`src/rtl/pipeline_hazard_ctrl_if.sv`:
```
// Hazard-control bundle between the 5-stage datapath and its sequencer.
// The master side is the datapath; the slave side is the hazard controller.
interface pipeline_hazard_ctrl_if #(
    parameter int CNT_W = 16
);
    logic [4:0]       idRs1;
    logic [4:0]       idRs2;
    logic             idUseRs1;
    logic             idUseRs2;
    logic             exMemRead;
    logic [4:0]       exRd;
    logic             exTaken;
    logic             dmemReq;
    logic             dmemReady;
    logic             pcWrite;
    logic             ifIdWrite;
    logic             ifIdFlush;
    logic             idExWrite;
    logic             idExFlush;
    logic             exMemWrite;
    logic             memWbFlush;
    logic [CNT_W-1:0] stallCnt;
    logic             memErr;

    modport master (
        output idRs1, idRs2, idUseRs1, idUseRs2, exMemRead, exRd, exTaken, dmemReq, dmemReady,
        input  pcWrite, ifIdWrite, ifIdFlush, idExWrite, idExFlush, exMemWrite, memWbFlush,
        input  stallCnt, memErr
    );

    modport slave (
        input  idRs1, idRs2, idUseRs1, idUseRs2, exMemRead, exRd, exTaken, dmemReq, dmemReady,
        output pcWrite, ifIdWrite, ifIdFlush, idExWrite, idExFlush, exMemWrite, memWbFlush,
        output stallCnt, memErr
    );
endinterface

```
`src/rtl/pipeline_hazard_ctrl.sv`:
```
// Pipeline sequencer: post-reset flush, load-use bubbles, EX-resolved branch squash
// and data-memory freeze, with a saturating stall counter and a sticky memory timeout flag.
module pipeline_hazard_ctrl #(
    parameter int INIT_CYC    = 4,
    parameter int MEM_TIMEOUT = 64,
    parameter int CNT_W       = 16
) (
    input  logic                  clk,
    input  logic                  rstN,
    pipeline_hazard_ctrl_if.slave hz
);
    localparam int IW = (INIT_CYC > 1) ? $clog2(INIT_CYC) : 1;
    localparam int WW = $clog2(MEM_TIMEOUT + 1);

    typedef enum logic [1:0] {
        ST_INIT     = 2'd0,
        ST_RUN      = 2'd1,
        ST_MEM_WAIT = 2'd2
    } state_t;

    state_t           state_q, state_d;
    logic [IW-1:0]    init_cnt_q, init_cnt_d;
    logic [WW-1:0]    wait_cnt_q, wait_cnt_d;
    logic [CNT_W-1:0] stall_cnt_q, stall_cnt_d;
    logic             mem_err_q, mem_err_d;

    logic load_use;
    logic mem_stall;
    logic freeze;
    logic pc_write, if_id_write, if_id_flush, id_ex_write, id_ex_flush, ex_mem_write, mem_wb_flush;

    assign load_use  = hz.exMemRead && (hz.exRd != 5'd0) &&
                       ((hz.idUseRs1 && (hz.idRs1 == hz.exRd)) ||
                        (hz.idUseRs2 && (hz.idRs2 == hz.exRd)));
    assign mem_stall = hz.dmemReq && !hz.dmemReady;

    // A pending branch or load-use is held back while frozen and resolved on the ready cycle.
    assign freeze = ((state_q == ST_RUN) && mem_stall) ||
                    ((state_q == ST_MEM_WAIT) && !hz.dmemReady);

    always_ff @(posedge clk or negedge rstN) begin
        if (!rstN) begin
            state_q     <= ST_INIT;
            init_cnt_q  <= '0;
            wait_cnt_q  <= '0;
            stall_cnt_q <= '0;
            mem_err_q   <= 1'b0;
        end else begin
            state_q     <= state_d;
            init_cnt_q  <= init_cnt_d;
            wait_cnt_q  <= wait_cnt_d;
            stall_cnt_q <= stall_cnt_d;
            mem_err_q   <= mem_err_d;
        end
    end

    always_comb begin
        pc_write     = 1'b1;
        if_id_write  = 1'b1;
        if_id_flush  = 1'b0;
        id_ex_write  = 1'b1;
        id_ex_flush  = 1'b0;
        ex_mem_write = 1'b1;
        mem_wb_flush = 1'b0;

        if (state_q == ST_INIT) begin
            pc_write     = 1'b0;
            if_id_write  = 1'b0;
            if_id_flush  = 1'b1;
            id_ex_write  = 1'b0;
            id_ex_flush  = 1'b1;
            mem_wb_flush = 1'b1;
        end else if (freeze) begin
            pc_write     = 1'b0;
            if_id_write  = 1'b0;
            id_ex_write  = 1'b0;
            ex_mem_write = 1'b0;
            mem_wb_flush = 1'b1;
        end else if (hz.exTaken) begin
            if_id_flush  = 1'b1;
            id_ex_flush  = 1'b1;
        end else if (load_use) begin
            pc_write     = 1'b0;
            if_id_write  = 1'b0;
            id_ex_flush  = 1'b1;
        end
    end

    always_comb begin
        state_d     = state_q;
        init_cnt_d  = init_cnt_q;
        wait_cnt_d  = wait_cnt_q;
        stall_cnt_d = stall_cnt_q;
        mem_err_d   = mem_err_q;

        case (state_q)
            ST_INIT: begin
                init_cnt_d = init_cnt_q + 1'b1;
                if (init_cnt_q == IW'(INIT_CYC - 1)) begin
                    state_d    = ST_RUN;
                    init_cnt_d = '0;
                end
            end
            ST_RUN: begin
                if (mem_stall) begin
                    state_d    = ST_MEM_WAIT;
                    wait_cnt_d = WW'(1);
                end
            end
            ST_MEM_WAIT: begin
                if (hz.dmemReady) begin
                    state_d    = ST_RUN;
                    wait_cnt_d = '0;
                end else begin
                    if (wait_cnt_q != WW'(MEM_TIMEOUT)) begin
                        wait_cnt_d = wait_cnt_q + 1'b1;
                    end
                    if (wait_cnt_d == WW'(MEM_TIMEOUT)) begin
                        mem_err_d = 1'b1;
                    end
                end
            end
            default: begin
                state_d = ST_INIT;
            end
        endcase

        if ((state_q != ST_INIT) && !pc_write && (stall_cnt_q != '1)) begin
            stall_cnt_d = stall_cnt_q + 1'b1;
        end
    end

    assign hz.pcWrite    = pc_write;
    assign hz.ifIdWrite  = if_id_write;
    assign hz.ifIdFlush  = if_id_flush;
    assign hz.idExWrite  = id_ex_write;
    assign hz.idExFlush  = id_ex_flush;
    assign hz.exMemWrite = ex_mem_write;
    assign hz.memWbFlush = mem_wb_flush;
    assign hz.stallCnt   = stall_cnt_q;
    assign hz.memErr     = mem_err_q;
endmodule

```
`src/flat_wrapper.sv`:
```
// flat-port wrapper written by rule: the top's interface ports become plain ports
module pipeline_hazard_ctrl_flat 
#(
    parameter int INIT_CYC    = 4,
    parameter int MEM_TIMEOUT = 64,
    parameter int CNT_W       = 16
)
  (clk, rstN, hz_idRs1, hz_idRs2, hz_idUseRs1, hz_idUseRs2, hz_exMemRead, hz_exRd, hz_exTaken, hz_dmemReq, hz_dmemReady, hz_pcWrite, hz_ifIdWrite, hz_ifIdFlush, hz_idExWrite, hz_idExFlush, hz_exMemWrite, hz_memWbFlush, hz_stallCnt, hz_memErr);
  pipeline_hazard_ctrl_if #(.CNT_W(CNT_W)) hz_i ();
  input  logic clk;
  input  logic rstN;
  input wire logic [$bits(hz_i.idRs1)-1:0] hz_idRs1;
  input wire logic [$bits(hz_i.idRs2)-1:0] hz_idRs2;
  input wire logic [$bits(hz_i.idUseRs1)-1:0] hz_idUseRs1;
  input wire logic [$bits(hz_i.idUseRs2)-1:0] hz_idUseRs2;
  input wire logic [$bits(hz_i.exMemRead)-1:0] hz_exMemRead;
  input wire logic [$bits(hz_i.exRd)-1:0] hz_exRd;
  input wire logic [$bits(hz_i.exTaken)-1:0] hz_exTaken;
  input wire logic [$bits(hz_i.dmemReq)-1:0] hz_dmemReq;
  input wire logic [$bits(hz_i.dmemReady)-1:0] hz_dmemReady;
  output wire logic [$bits(hz_i.pcWrite)-1:0] hz_pcWrite;
  output wire logic [$bits(hz_i.ifIdWrite)-1:0] hz_ifIdWrite;
  output wire logic [$bits(hz_i.ifIdFlush)-1:0] hz_ifIdFlush;
  output wire logic [$bits(hz_i.idExWrite)-1:0] hz_idExWrite;
  output wire logic [$bits(hz_i.idExFlush)-1:0] hz_idExFlush;
  output wire logic [$bits(hz_i.exMemWrite)-1:0] hz_exMemWrite;
  output wire logic [$bits(hz_i.memWbFlush)-1:0] hz_memWbFlush;
  output wire logic [$bits(hz_i.stallCnt)-1:0] hz_stallCnt;
  output wire logic [$bits(hz_i.memErr)-1:0] hz_memErr;
  assign hz_i.idRs1 = hz_idRs1;
  assign hz_i.idRs2 = hz_idRs2;
  assign hz_i.idUseRs1 = hz_idUseRs1;
  assign hz_i.idUseRs2 = hz_idUseRs2;
  assign hz_i.exMemRead = hz_exMemRead;
  assign hz_i.exRd = hz_exRd;
  assign hz_i.exTaken = hz_exTaken;
  assign hz_i.dmemReq = hz_dmemReq;
  assign hz_i.dmemReady = hz_dmemReady;
  assign hz_pcWrite = hz_i.pcWrite;
  assign hz_ifIdWrite = hz_i.ifIdWrite;
  assign hz_ifIdFlush = hz_i.ifIdFlush;
  assign hz_idExWrite = hz_i.idExWrite;
  assign hz_idExFlush = hz_i.idExFlush;
  assign hz_exMemWrite = hz_i.exMemWrite;
  assign hz_memWbFlush = hz_i.memWbFlush;
  assign hz_stallCnt = hz_i.stallCnt;
  assign hz_memErr = hz_i.memErr;
  pipeline_hazard_ctrl #(.INIT_CYC(INIT_CYC), .MEM_TIMEOUT(MEM_TIMEOUT), .CNT_W(CNT_W)) u_core (.clk(clk), .rstN(rstN), .hz(hz_i));
endmodule
```
`config.mk`:
```
export PLATFORM = sky130hd
export DESIGN_NAME = pipeline_hazard_ctrl_flat
export DESIGN_NICKNAME = d
export VERILOG_FILES = /design/src/rtl/pipeline_hazard_ctrl_if.sv /design/src/rtl/pipeline_hazard_ctrl.sv /design/src/flat_wrapper.sv
export SDC_FILE = /design/constraint.sdc
export NUM_CORES = 1
export LEC_CHECK = 0
export CAP_MARGIN = 20
export CORE_ASPECT_RATIO = 1.25
export CORE_MARGIN = 3
export CORE_UTILIZATION = 49
export CTS_BUF_LIST = sky130_fd_sc_hd__clkbuf_8
export CTS_CLUSTER_SIZE = 16
export DETAILED_ROUTE_END_ITERATION = 8
export GPL_TIMING_DRIVEN = 0
export HOLD_SLACK_MARGIN = 0.02
export PLACE_DENSITY = 0.92
export SYNTH_ARGS = -nofsm -noshare
export SYNTH_HDL_FRONTEND = slang
export SYNTH_SLANG_ARGS = --single-unit
```
`constraint.sdc`:
```
create_clock -name clk -period 2.3 [get_ports clk]
set_input_delay 0.46 -clock clk [delete_from_list [all_inputs] [get_ports clk]]
set_output_delay 0.46 -clock clk [all_outputs]
set_load 0.05 [all_outputs]
```
# Word-level counts from Yosys, hierarchy flattened
# Index checks and enable logic that the tools add are counted.
[op_classes]
addsub = 3
mul = 0
div_mod_pow = 0
n_lt_le_gt_ge = 0
n_eq_ne = 11
shifts = 0
n_mux = 27
bitwise_logic = 1
reduce_logical = 20
[ops]
columns = ["operator", "n"]
rows = [
  ["$mux 7", 5],
  ["$add 16x1->16 const B", 1],
  ["$mux 1", 16],
  ["$ne 16x16->1 const B", 1],
  ["$pmux 7 s2", 1],
  ["$eq 5x5->1", 2],
  ["$logic_and 1x1->1", 9],
  ["$mux 2", 4],
  ["$add 7x1->7 const B", 1],
  ["$eq 7x7->1 const B", 1],
  ["$ne 7x7->1 const B", 1],
  ["$pmux 2 s3", 1],
  ["$reduce_and 3->1", 2],
  ["$reduce_bool 5->1", 1],
  ["$eq 2x2->1 const B", 2],
  ["$ne 2x2->1 const B", 2],
  ["$reduce_bool 2->1", 2],
  ["$add 2x1->2 const B", 1],
  ["$eq 2x1->1 const B", 1],
  ["$logic_not 1->1", 2],
  ["$logic_not 2->1", 1],
  ["$logic_or 1x1->1", 2],
  ["$ne 2x1->1 const B", 1],
  ["$reduce_and 2->1", 1],
  ["$not 1->1", 1],
]
[word_totals]
register_bits = 28
latch_bits = 0
ram_bits = 0
rom_bits = 0
elab_cells = 67
n_memories = 0

# Longest topological paths before layout
[logic_depth]
word_depth = 11
ltp_mapped = 8
ltp_nobuf = 8

# Worst setup path before layout
# Ideal clock, no wire load.
[synth_timing]
path_kind = "register -> output"
start = "reg u_core.state_q[0]"
end = "out hz_pcWrite"
t_arrival_ps = 3027
t_required_ps = 1840
slack_ps = -1187
stages_incl_launch_ff = 7
path_buffers = 1
cell_sequence = "dfrtp_1 > nand2b_1 > a21oi_1 > nor2_1 > inv_1 > nor2_1 > buf_4"
[synth_via]
elab_chain_len = 5
elab_cells_between_ends = 8
cone_classes = "2 x eq/ne; 2 x mux; 4 x reduce/logical"
[synth_lines]
columns = ["element", "line", "source"]
rows = [
  ["from (decl)", "pipeline_hazard_ctrl.sv:21", "state_t state_q, state_d;"],
  ["from (signal assigned)", "pipeline_hazard_ctrl.sv:49", "state_q <= state_d;"],
  ["$eq 2x1->1 or $eq 2x2->1 (tied branches)", "pipeline_hazard_ctrl.sv:38, pipeline_hazard_ctrl.sv:39", ""],
  ["$logic_and 1x1->1, on equally long branches", "pipeline_hazard_ctrl.sv:38, pipeline_hazard_ctrl.sv:39", ""],
  ["$logic_or 1x1->1", "pipeline_hazard_ctrl.sv:38", "assign freeze = ((state_q == ST_RUN) && mem_stall) ||"],
  ["$mux 1", "n/a", ""],
  ["$mux 1 *", "n/a", ""],
  ["to (decl)", "flat_wrapper.sv:21", "output wire logic [$bits(hz_i.pcWrite)-1:0] hz_pcWrite;"],
]
# Mark *: on every way between the ends. The rest lies on a longest branch, timed or not.

# Worst setup path in the final report
[layout_timing]
start = "in hz_exRd[2]"
end = "out hz_pcWrite"
[layout_via]
elab_chain_len = 8
elab_cells_between_ends = 12
cone_classes = "2 x eq/ne; 4 x mux; 6 x reduce/logical"
[layout_lines]
columns = ["element", "line", "source"]
rows = [
  ["from (decl)", "flat_wrapper.sv:17", "input wire logic [$bits(hz_i.exRd)-1:0] hz_exRd;"],
  ["$eq 5x5->1, on equally long branches", "pipeline_hazard_ctrl.sv:33, pipeline_hazard_ctrl.sv:34", ""],
  ["$logic_and 1x1->1, on equally long branches", "pipeline_hazard_ctrl.sv:33, pipeline_hazard_ctrl.sv:34", ""],
  ["$logic_or 1x1->1", "pipeline_hazard_ctrl.sv:33", "((hz.idUseRs1 && (hz.idRs1 == hz.exRd)) ||"],
  ["$logic_and 1x1->1 *", "pipeline_hazard_ctrl.sv:32", "assign load_use = hz.exMemRead && (hz.exRd != 5'd0) &&"],
  ["$mux 1 *", "pipeline_hazard_ctrl.sv:82", "end else if (load_use) begin"],
  ["$mux 1 *", "pipeline_hazard_ctrl.sv:79", "end else if (hz.exTaken) begin"],
  ["$mux 1 *", "pipeline_hazard_ctrl.sv:73", "end else if (freeze) begin"],
  ["$mux 1 *", "pipeline_hazard_ctrl.sv:66", "if (state_q == ST_INIT) begin"],
]
# Marks and branches as above.

==> metrics.md <==
| Metric | Value |
|---|---|
| Run status | finished, violations left |
| Failing checks | setup timing |
| Number of H-tree levels | 1 |
| Worst voltage drop across the vdd grid | 1010 µV |
| CP max-delay cell | or2_4 |
| Site row count | 23 |
| Placeable Area | 3250 µm² |
| Clock Power Share | 0.126 |
| Synth Flop Type | dfrtp_1 |
| Worst R2R Setup Slack | 0.42 ns |
| Fraction of the yosys area taken by sequential cells | 0.419 |
| Classification of the worst setup path | primary input to primary output |
| Post-DP HPWL | 2750 µm |
| Cell count after synthesis | 170 |
| Worst setup path start | hz_exRd[2] |
| Area fraction of the dominant cell type after synthesis | 0.419 |
| Largest net degree at the start of global routing | 19 |
| Post-CTS clock slew at the launch and capture registers of the worst setup and hold paths | 0.09 ns |
| Combinational share of power | 0.551 |
| Total I/O pin count | 47 |
| TritonCTS clock tree | built |
| Internal Pwr Total | 0.00114 W |
| Register share of total power | 0.323 |
| Sw Ratio | 0.456 |
| Worst-path cell chain | buf_4, xor2_1, nor4_2, a32oi_1, or2_4, nor2_4, nor2_4, buf_6, buf_8 |
| I/O Buffers | 46 |
| Lkg Pwr | 1.03 nW |
| First-pass GRT wire length | 6790 µm |
| FFs w/ async S/R, synth | 1.00 |
| R2r startpoint | u_core.hz.stallCnt[0] |
| Total detailed-routing wirelength | 3990 µm |
| Number of failing setup endpoints in the final timing report | 1 |
| Launching element type of the critical path | primary input |
| Final Hold Viols | 0 |
| Total number of vias | 1491 |
| Cell occurring most often along the worst timing path | nor2_4 |
| Wire length per cell | 15.1 µm |
| RSZ-0062 raised after global routing | yes |
| Total gr overflow | 0 |
| Highest attainable clock frequency | 430 MHz |
| Most instantiated library cell after synthesis | dfrtp_1 |
| Post-route design area | 2340 µm² |
| Required time worst endpoint | 1.84 ns |
| Signed area change from the synthesized netlist to the final layout | 39.9% |
| Number of nets in the layout | 256 |
| Number of violations of the max-capacitance limit | 0 |
| Die Y-Extent | 71.3 µm |
| Total number of yosys warnings | 0 |
| Number of antenna violations at the first check in global routing | 0 |
| Via count of the first global-routing pass | 1555 |
| Post-Syn Area | 1670 µm² |
| Distinct cells, synth | 42 |
| Iteration-0 DRC Markers | 57 |
| Width of the die | 58.2 µm |
| Max Root-Sink Buffers | 2 |
| Total Die Area | 4150 µm² |
| Post-synthesis area per instance | 9.83 µm² |
| CP peak stage delay | 0.29 ns |
| Worst R2R End | u_core.hz.stallCnt[1] |
| Net Sw Power | 0.000958 W |
| Final critical-path share of the clock period | 1.01 |
| Standard cell area after detailed placement | 2220 µm² |
| First-pass iteration count of the detailed router | 4 |
| Starting utilization of the core area | 0.514 |
| Class of the tightest hold or removal check | flop to flop |
| Top post-synthesis cells by area | dfrtp_1 42%, xnor2_1 9.4%, xor2_1 5.8%, nand3_1 4.8%, nor2_1 3.4% |
| Fin worst setup slack | -0.0256 ns |
| Total of hold buffers inserted after clock tree synthesis | 0 |
| Total count of max-transition violations in the final report | 0 |
| Clock root cell | clkbuf_8 |
| GRT Overall Usage | 0.208 |
| Fin util | 0.719 |
| Max Clock Skew | 0.00295 ns |
| Synth Register Bits | 28 |
| Ratio of cells with drive above 1 in the final layout | 0.220 |
| Final weighted congestion in routability-driven placement | 0.830 |
| Worst hold stages | 1 |
| Number of clock sinks | 28 |
| Number of nets in the synthesized netlist | 197 |
| Detailed-route vias per instance | 5.65 |
| Worst-Skew Late Latency | 0.27 ns |
| Hold endpoint | u_core.hz.memErr |
| Crit path capture type | primary output |
| Remaining antenna violation count | 0 |
| Time the final worst path needs with I/O delays and setup | 2.33 ns |
| Dominant cell type by area after synthesis | dfrtp_1 |
| # diodes | 0 |
| Final routed DRC violation total | 0 |
| Count of flip-flops with a built-in enable after synthesis | 0 |
| Cells on worst reg2reg path | 6 |
| Post-Route Setup TNS | -0.0256 ns |
| Peak fanout along the critical path | 3 |
| Remaining max-slew budget at the tightest pin | 0.553 |
| Beginning of the worst hold path | u_core.hz.memErr |
| Transition at the pin with the smallest max-transition slack | 0.665 ns |
| Synth top cells by count | 28 x dfrtp_1, 18 x xnor2_1, 16 x nand3_1 |
| Power Density | 897 nW/µm² |
| Number of buffers inserted during clock tree synthesis | 3 |
| Worst endpoint data arrival time | 1.87 ns |
## placed cells by master, fill, tap and decap left out, types with 5 or more instances in the layout
| master | Yosys | layout |
|---|---|---|
| and3_1 | 7 | 7 |
| buf_4 | 2 | 12 |
| clkbuf_2 | 0 | 5 |
| clkdlybuf4s50_1 | 0 | 24 |
| dfrtp_1 | 28 | 28 |
| inv_1 | 6 | 6 |
| nand2_1 | 8 | 8 |
| nand3_1 | 16 | 16 |
| nand4_1 | 5 | 5 |
| nor2_1 | 15 | 11 |
| o21ai_0 | 7 | 7 |
| xnor2_1 | 18 | 18 |
| xor2_1 | 11 | 9 |
## per-stage QoR
stage	setup slack (ns)	hold slack [ns]	power, W	cells
after floorplan	-0.201	0.164	0.00144	170
after global placement	-1.04	0.457	0.00177	253
after detailed placement	-1.08	0.458	0.00180	254
after CTS	-0.0643	0.483	0.00207	262
after global routing	-0.0974	0.504	0.00222	264
final	-0.0256	0.478	0.00210	264
## per-layer routing
layer,vias up,track usage,wire (µm),share of wire
met1,718,0.248,1610,0.40
met5,-,0,0,0
met2,44,0.361,2130,0.53
met4,0,0.0979,65,0.016
li1,724,-,-,-
met3,5,0.0342,181,0.045
## cell type report
| class | count | area [µm²] |
|---|---|---|
| buffer | 3 | 30.0 |
| timing repair buffer | 54 | 497 |
| clock buffer | 3 | 41.3 |
| fill | 235 | 913 |
| sequential | 28 | 701 |
| inverter | 6 | 22.5 |
| multi-input combinational | 133 | 1000 |
| tap | 37 | 46.3 |
## sequential cells by signal (all words and copies together), names as in the netlist
name                count
u_core.wait_cnt_q       7
u_core.init_cnt_q       2
u_core.hz.stallCnt     16
u_core.hz.memErr        1
u_core.state_q          2
## repair_timing
action,in CTS,in global routing
endpoints found under the setup margin,7,22
buffers inserted,5,2
resized for setup,76,24
pin swaps,10,13
## worst max-delay path: cells and delay by family
kind,cells,cell delay (ns)
AND/OR/NAND/NOR,4,0.71
XOR/XNOR,1,0.14
buffers and inverters,3,0.38
AO/OA/AOI/OAI,1,0.17
## cell families after synthesis
logic type,Yosys count,synth area share
AOI/OAI and AO/OA,28,0.126
DFF,28,0.419
xor gates and xnor gates,29,0.152
muxes,3,0.0225
buffers and inverters,9,0.0292
adders and majority gates,4,0.0299
and+or+nand+nor,69,0.222
## power groups by stage
| stage | clock (W) | combinational (W) | sequential, W |
|---|---|---|---|
| 4_1_cts | 0.000277 | 0.00112 | 0.000674 |
| 6_report | 0.000264 | 0.00116 | 0.000678 |
| 3_5_place_dp | 0 | 0.00111 | 0.000682 |
| 5_1_grt | 0.000290 | 0.00123 | 0.000696 |
| 2_1_floorplan | 0 | 0.000658 | 0.000784 |
| 3_3_place_gp | 0 | 0.00109 | 0.000680 |
## how the worst max path moves through the flow
stage	to	slack [ns]
final	hz_pcWrite	-0.03
after CTS	hz_pcWrite	-0.06
after floorplan	hz_pcWrite	-0.20
after global placement	hz_pcWrite	-1.04
after detailed placement	hz_pcWrite	-1.08
after global routing	hz_pcWrite	-0.1
No activity file was read; power rests on OpenSTA's default activity.
